File: src/rtl/updown_counter_pkg.sv
// ============================================================================
// updown_counter_pkg : shared direction/mode encodings and load clamp helper
// Revision: 1.0
// ============================================================================
`default_nettype none

package updown_counter_pkg;

   localparam logic DIR_UP    = 1'b1;
   localparam logic DIR_DOWN  = 1'b0;
   localparam logic MODE_WRAP = 1'b0;
   localparam logic MODE_SAT  = 1'b1;

   // Operates at the widest legal WIDTH; callers zero-extend and truncate.
   function automatic logic [31:0] clamp(input logic [31:0] val, input logic [31:0] limit);
      return (val > limit) ? limit : val;
   endfunction

endpackage

`default_nettype wire

File: src/rtl/updown_next_calc.sv
// ============================================================================
// updown_next_calc : combinational next-count and boundary event evaluation
// Revision: 1.0
// ============================================================================
`default_nettype none

module updown_next_calc
   import updown_counter_pkg::*;
#(
   parameter int WIDTH = 8
) (
   input  logic [WIDTH-1:0] count,
   input  logic [WIDTH-1:0] limit,
   input  logic             up,
   input  logic             sat_mode,
   output logic [WIDTH-1:0] next_count,
   output logic             wrap_ev,
   output logic             sat_ev
);

   always_comb begin
      next_count = count;
      wrap_ev    = 1'b0;
      sat_ev     = 1'b0;
      if (up == DIR_UP) begin
         // Compare against limit rather than relying on carry-out.
         if (count < limit) begin
            next_count = count + 1'b1;
         end else if (sat_mode == MODE_SAT) begin
            next_count = limit;
            sat_ev     = 1'b1;
         end else begin
            next_count = '0;
            wrap_ev    = 1'b1;
         end
      end else begin
         if (count > limit) begin
            next_count = limit;
         end else if (count != '0) begin
            next_count = count - 1'b1;
         end else if (sat_mode == MODE_SAT) begin
            next_count = '0;
            sat_ev     = 1'b1;
         end else begin
            next_count = limit;
            wrap_ev    = 1'b1;
         end
      end
   end

endmodule

`default_nettype wire

File: src/rtl/updown_counter_param.sv
// ============================================================================
// updown_counter_param : parametrised up/down counter, programmable limit,
//                        wrap/saturate modes, load and boundary event pulses
// Revision: 1.0
// ============================================================================
`default_nettype none

module updown_counter_param
   import updown_counter_pkg::*;
#(
   parameter int                WIDTH     = 8,
   parameter logic [WIDTH-1:0]  RESET_VAL = '0
) (
   input  logic             clk,
   input  logic             rst,
   input  logic             en,
   input  logic             up,
   input  logic             sat_mode,
   input  logic [WIDTH-1:0] limit,
   input  logic             load,
   input  logic [WIDTH-1:0] load_val,
   output logic [WIDTH-1:0] count,
   output logic             wrap,
   output logic             sat,
   output logic             at_max,
   output logic             at_min
);

   logic [WIDTH-1:0] r_count;
   logic             r_wrap;
   logic             r_sat;
   logic [WIDTH-1:0] w_next_count;
   logic             w_wrap_ev;
   logic             w_sat_ev;
   logic [WIDTH-1:0] w_load_clamped;

   updown_next_calc #(
      .WIDTH (WIDTH)
   ) u_next_calc (
      .count      (r_count),
      .limit      (limit),
      .up         (up),
      .sat_mode   (sat_mode),
      .next_count (w_next_count),
      .wrap_ev    (w_wrap_ev),
      .sat_ev     (w_sat_ev)
   );

   assign w_load_clamped = WIDTH'(clamp(32'(load_val), 32'(limit)));

   always_ff @(posedge clk) begin
      if (rst) begin
         r_count <= RESET_VAL;
         r_wrap  <= 1'b0;
         r_sat   <= 1'b0;
      end else if (load) begin
         r_count <= w_load_clamped;
         r_wrap  <= 1'b0;
         r_sat   <= 1'b0;
      end else if (en) begin
         r_count <= w_next_count;
         r_wrap  <= w_wrap_ev;
         r_sat   <= w_sat_ev;
      end else begin
         r_wrap  <= 1'b0;
         r_sat   <= 1'b0;
      end
   end

   assign count  = r_count;
   assign wrap   = r_wrap;
   assign sat    = r_sat;
   assign at_max = (r_count == limit);
   assign at_min = (r_count == '0);

endmodule

`default_nettype wire

File: config.mk
export PLATFORM = sky130hd
export DESIGN_NAME = updown_counter_param
export DESIGN_NICKNAME = d
export VERILOG_FILES = /design/src/rtl/updown_counter_pkg.sv /design/src/rtl/updown_next_calc.sv /design/src/rtl/updown_counter_param.sv
export SDC_FILE = /design/constraint.sdc
export NUM_CORES = 1
export LEC_CHECK = 0
export CAP_MARGIN = 30
export CORE_MARGIN = 2
export CORE_UTILIZATION = 36
export CTS_CLUSTER_DIAMETER = 120
export DETAILED_ROUTE_END_ITERATION = 8
export DONT_BUFFER_PORTS = 1
export GPL_ROUTABILITY_DRIVEN = 0
export MAX_ROUTING_LAYER = met4
export SYNTH_ARGS = -nofsm -noshare
export SYNTH_HDL_FRONTEND = slang
export SYNTH_HIERARCHICAL = 1
export SYNTH_SLANG_ARGS = --single-unit
File: constraint.sdc
create_clock -name clk -period 3.3 [get_ports clk]
set_clock_uncertainty 0.15 [all_clocks]
set_input_delay 0.99 -clock clk [delete_from_list [all_inputs] [get_ports clk]]
set_output_delay 0.99 -clock clk [all_outputs]
set_load 0.03 [all_outputs]
# Word-level counts from Yosys, hierarchy flattened
# Index checks and enable logic that the tools add are counted.
# op_classes
eq_ne	1
add_sub_neg	2
order_cmp	3
mux	19
n_reduce_logical	4
bitwise	1
# op_table
op	count
$mux W8	9
$gt A8 B8 Y1	2
$mux W1	10
$add A8 B1 Y8 const B	1
$eq A8 B8 Y1	1
$logic_not A8 Y1	1
$lt A8 B8 Y1	1
$reduce_bool A8 Y1	1
$sub A8 B1 Y8 const B	1
$reduce_or A3 Y1	1
$reduce_bool A2 Y1	1
$not A1 Y1	1
# totals
input_bits	22
word_cells	33
output_inout_bits	12
reg_bits	10

# Longest topological paths before layout
# logic_depth
depth_word	6
depth_mapped	11

# Hierarchy
# Netlist, hierarchy kept.
# by_module_without_submodules
module	cells_each	area_per_inst_um2	instances
updown_counter_param	100	870.8	1
updown_next_calc	117	858.3	1

# Least setup slack after synthesis
# OpenSTA, ideal clock, no wires.
# synth_path
path_kind	in2reg
from	in limit[1]
to	reg r_count[7], in the netlist count[7]
required_time_ps	3008
arrival_time_ps	2640
slack_ps	368
path_stages	11
setup_time_ps	142
path_cell_list	inv_1 -> ha_1 -> nor2b_1 -> o211ai_2 -> a21oi_2 -> or2_1 -> buf_6 -> a31oi_1 -> a22oi_1 -> a211oi_1 -> a311oi_1
# synth_via
elab_chain_cells	5
elab_cells_between_ends	9
classes_between	3 x order compare; 6 x mux
# synth_rtl
element	line_no	source
from (decl)	updown_counter_param.sv:19	input logic [WIDTH-1:0] limit,
$gt A8 B8 Y1 / $lt A8 B8 Y1 (equally long branches)	updown_next_calc.sv:37, updown_next_calc.sv:27	
$mux W8 (on tied branches)	updown_next_calc.sv:37, updown_next_calc.sv:27	
$mux W8 *	updown_next_calc.sv:25	if (up == DIR_UP) begin
named net w_next_count[7]	updown_counter_param.sv:32	logic [WIDTH-1:0] w_next_count;
$mux W8 *	updown_counter_param.sv:60	end else if (en) begin
$mux W8 *	updown_counter_param.sv:56	end else if (load) begin
to (signal assigned)	updown_counter_param.sv:57	r_count <= w_load_clamped;
to (signal assigned)	updown_counter_param.sv:61	r_count <= w_next_count;
to (decl)	updown_counter_param.sv:29	logic [WIDTH-1:0] r_count;
# The timed path passes the listed nets; every way through them passes the cells marked *. The select of a mux whose other input is x is not followed.
# A chain may end at the register's enable or synchronous reset.

# Worst setup path in the final report
# layout_path
from	in limit[1]
to	reg r_count[6], in the netlist count[6]
# The elaborated chain is that of the path after synthesis.

==> impl_metrics.toml <==
[floorplanning]
ios = 34
die_w_um = 73.31
die_y_um = 73.31
die-area_um2 = 5374
start_util_pct = 36.85
placementRows = 25
coreArea_um2 = 4692

[finish]
final_util_pct = 39.49
syn2layout_area_growth_pct = 7.164
nFillCells = 486
stdcell_count = 277
drive_gt1_share_pct = 15.25
layout.nets = 265
seqCellArea_um2 = 200.2
diodes = 0
finalInstanceArea_um2 = 1853
multiInputGateArea_um2 = 1365

[drt]
vias = 1649
ant_nets = 0
totalWireLength_um = 4882
wl_per_cell_um = 17.62
avgViaCountPerCell = 5.953
drcViolationCount = 0
dr.pass1.iters = 4
drtIter0Drc = 155

[global_routing]
grt_max_degree = 19
antenna_found_initial = 0
grt.busiest_layer = "met2"
met3_usage_pct = 3.429
grt_pass1_vias = 1599
grt_usage_pct = 19.74
overflow = 0
gr-usage-met2_pct = 30.13
grtUsageMet1_pct = 26.48
grt_pass1_wl_um = 8045

[worst_setup_path]
cpPeakStageDelay_ns = 0.31
critPathKind = "primary input to flip-flop"
r2r_start = "count[2]"
critPathArrivalTime_ns = 2.92
critPathSlowestCell = "or2_1"
r2r_end = "count[6]"
crit_path_end = "count[6]"
path_max_fanout = 6
cp_cell_sequence = "inv_1 > ha_1 > nor2b_1 > o211ai_2 > a21oi_2 > or2_1 > buf_4 > a31oi_1 > a22oi_1 > a211oi_1 > a311oi_1"
cp-start-kind = "primary input"
reg2reg_depth = 9
endpoint_kind = "flip-flop"
setup.worst_path.start = "limit[1]"
cp.required_ns = 3.26
rrSetupSlack_ns = 0.60

[clock_tree]
cts_buffers = 3
cts_setup_buffers = 0
cts_hold_buf = 0
cts_root_buf = "clkbuf_8"
cts_max_level = 1
clk_pin_slew_ns = 0.05
cts_buffer_depth = 2
cts_tree = "built"
cts_resized = 0
clock_sinks = 10
insertion_delay_ns = 0.24

[placed_design]
dpl.hpwl_um = 3826
dpl-instance-area_um2 = 1798
dpl_worst_slack_ns = 0.1328
place_inst = 273
portBuffers = 0

[timing]
tightest_slew_ns = 0.5537
fmaxAchievable_mhz = 337.3
finalCritPeriodShare_pct = 89.83
hold_slack_ns = 0.6246
rsz0062_at_grt = "no"
maxSlewViolCount = 0
setup_viol = 0
final.setup.worst_slack_ns = 0.3357
min_period_ns = 2.964
hold_viol_final = 0
finalSetupTns_ns = 0
slew_headroom_pct = 63.04

[pwr]
internal_power_mw = 0.3758
seq_power_share_pct = 23.2
p_per_area_nw_per_um2 = 344.0
power_mw = 0.6375
comb_power_share_pct = 52.4
switching_power_mw = 0.2617
swShare_pct = 41.05
p_clk_share_pct = 24.4
leakagePower_nw = 0.7279
ir_worst_vdd_mv = 0.2035

[synthesis]
ys_warn_count = 6
synth-seq-cells = 10
yosysTopAreaCellShare_pct = 13.75
ys_top_cells_by_area = "ha_1 (14%), dfxtp_1 (12%), xnor2_1 (6.1%)"
netlist_area_um2 = 1729
syn_nets = 258
syn_inst = 217
synth.yosys.seq_area_share_pct = 11.58
avgSynthCellArea_um2 = 7.968
yosys.area.top_type = "ha_1"
synth.distinct_cells = 43

[min_path]
worstHoldStart = "count[4]"
hold_class = "flip-flop to flip-flop"

[run_status]
outcome = "finished, final reports clean"

[run]
cap_violations = 0
[routing by layer]
layer	up-vias	wire length, µm
met5	-	0
met3	8	455
met2	70	2196
met1	748	2149
li1	823	-
met4	0	80
[kinds of logic (layout without fill, tap and decap cells)]
kind of cell	after synthesis	count (layout)	synth area share (%)
compound gates	67	67	29.38
fa+ha+maj	19	19	13.75
flops	10	10	11.58
xor+xnor	19	19	9.624
simple gates	73	73	26.19
buf+inv	29	35	9.479
[state kept, by name (all words and copies together) (netlist names)]
register,cells
count,8
sat,1
wrap,1
[worst max-delay path, delay by kind of cell]
family | cells | cell delay, ns
AO/OA/AOI/OAI | 6 | 0.97
adder cells (fa/ha/maj) | 1 | 0.29
buffers and inverters | 2 | 0.20
AND/OR/NAND/NOR | 2 | 0.45
[layout make-up]
cell class / count / area share [%]
timing repair buffer: 13 / 5.267
clock buffer: 4 / 2.971
inverter: 18 / 3.646
tap: 54 / 3.646
sequential: 10 / 10.80
multi-input combinational: 178 / 73.67
[synthesized netlist by cell type, drive strengths merged]
master	number
ha	19
inv	18
a31oi	16
nand2	14
nand3	14
nor2b	12
o21ai	12
xnor2	12
dfxtp	10
a211oi	9
a22oi	9
nor2	9
a311oi	8
nor3	8
a21oi	7
xor2	7
nand4	6
buf	5
clkbuf	5
o211ai	3
a211o	2
and3	2
nor4bb	2
or2	2
or4	2
dlygate4sd3	1
nor4	1
nor4b	1
o31ai	1
[power by group through the flow]
stage | clock [mW] | combinational, mW | sequential, mW
after floorplan | 0 | 0.251 | 0.176
after global placement | 0 | 0.332 | 0.151
after detailed placement | 0 | 0.331 | 0.150
after CTS | 0.159 | 0.333 | 0.148
after global routing | 0.163 | 0.370 | 0.149
final | 0.156 | 0.334 | 0.148
[cells in the final DEF, fill, tap and decap left out, drive strengths merged, types with 10 or more instances in the layout]
cell type | netlist | routed
ha | 19 | 19
nor2b | 12 | 12
nand3 | 14 | 14
o21ai | 12 | 12
dfxtp | 10 | 10
nand2 | 14 | 14
inv | 18 | 18
buf | 5 | 13
xnor2 | 12 | 12
a31oi | 16 | 16
[how the worst min path moves through the flow]
stage | to | cells past startpoint | slack, ns
2_1_floorplan | count[3] | 3 | 0.77
6_report | count[4] | 3 | 0.62
3_5_place_dp | count[4] | 3 | 0.61
3_3_place_gp | count[4] | 3 | 0.63
5_1_grt | count[2] | 1 | 0.66
4_1_cts | count[4] | 3 | 0.63
No activity file was read; power rests on OpenSTA's default activity.
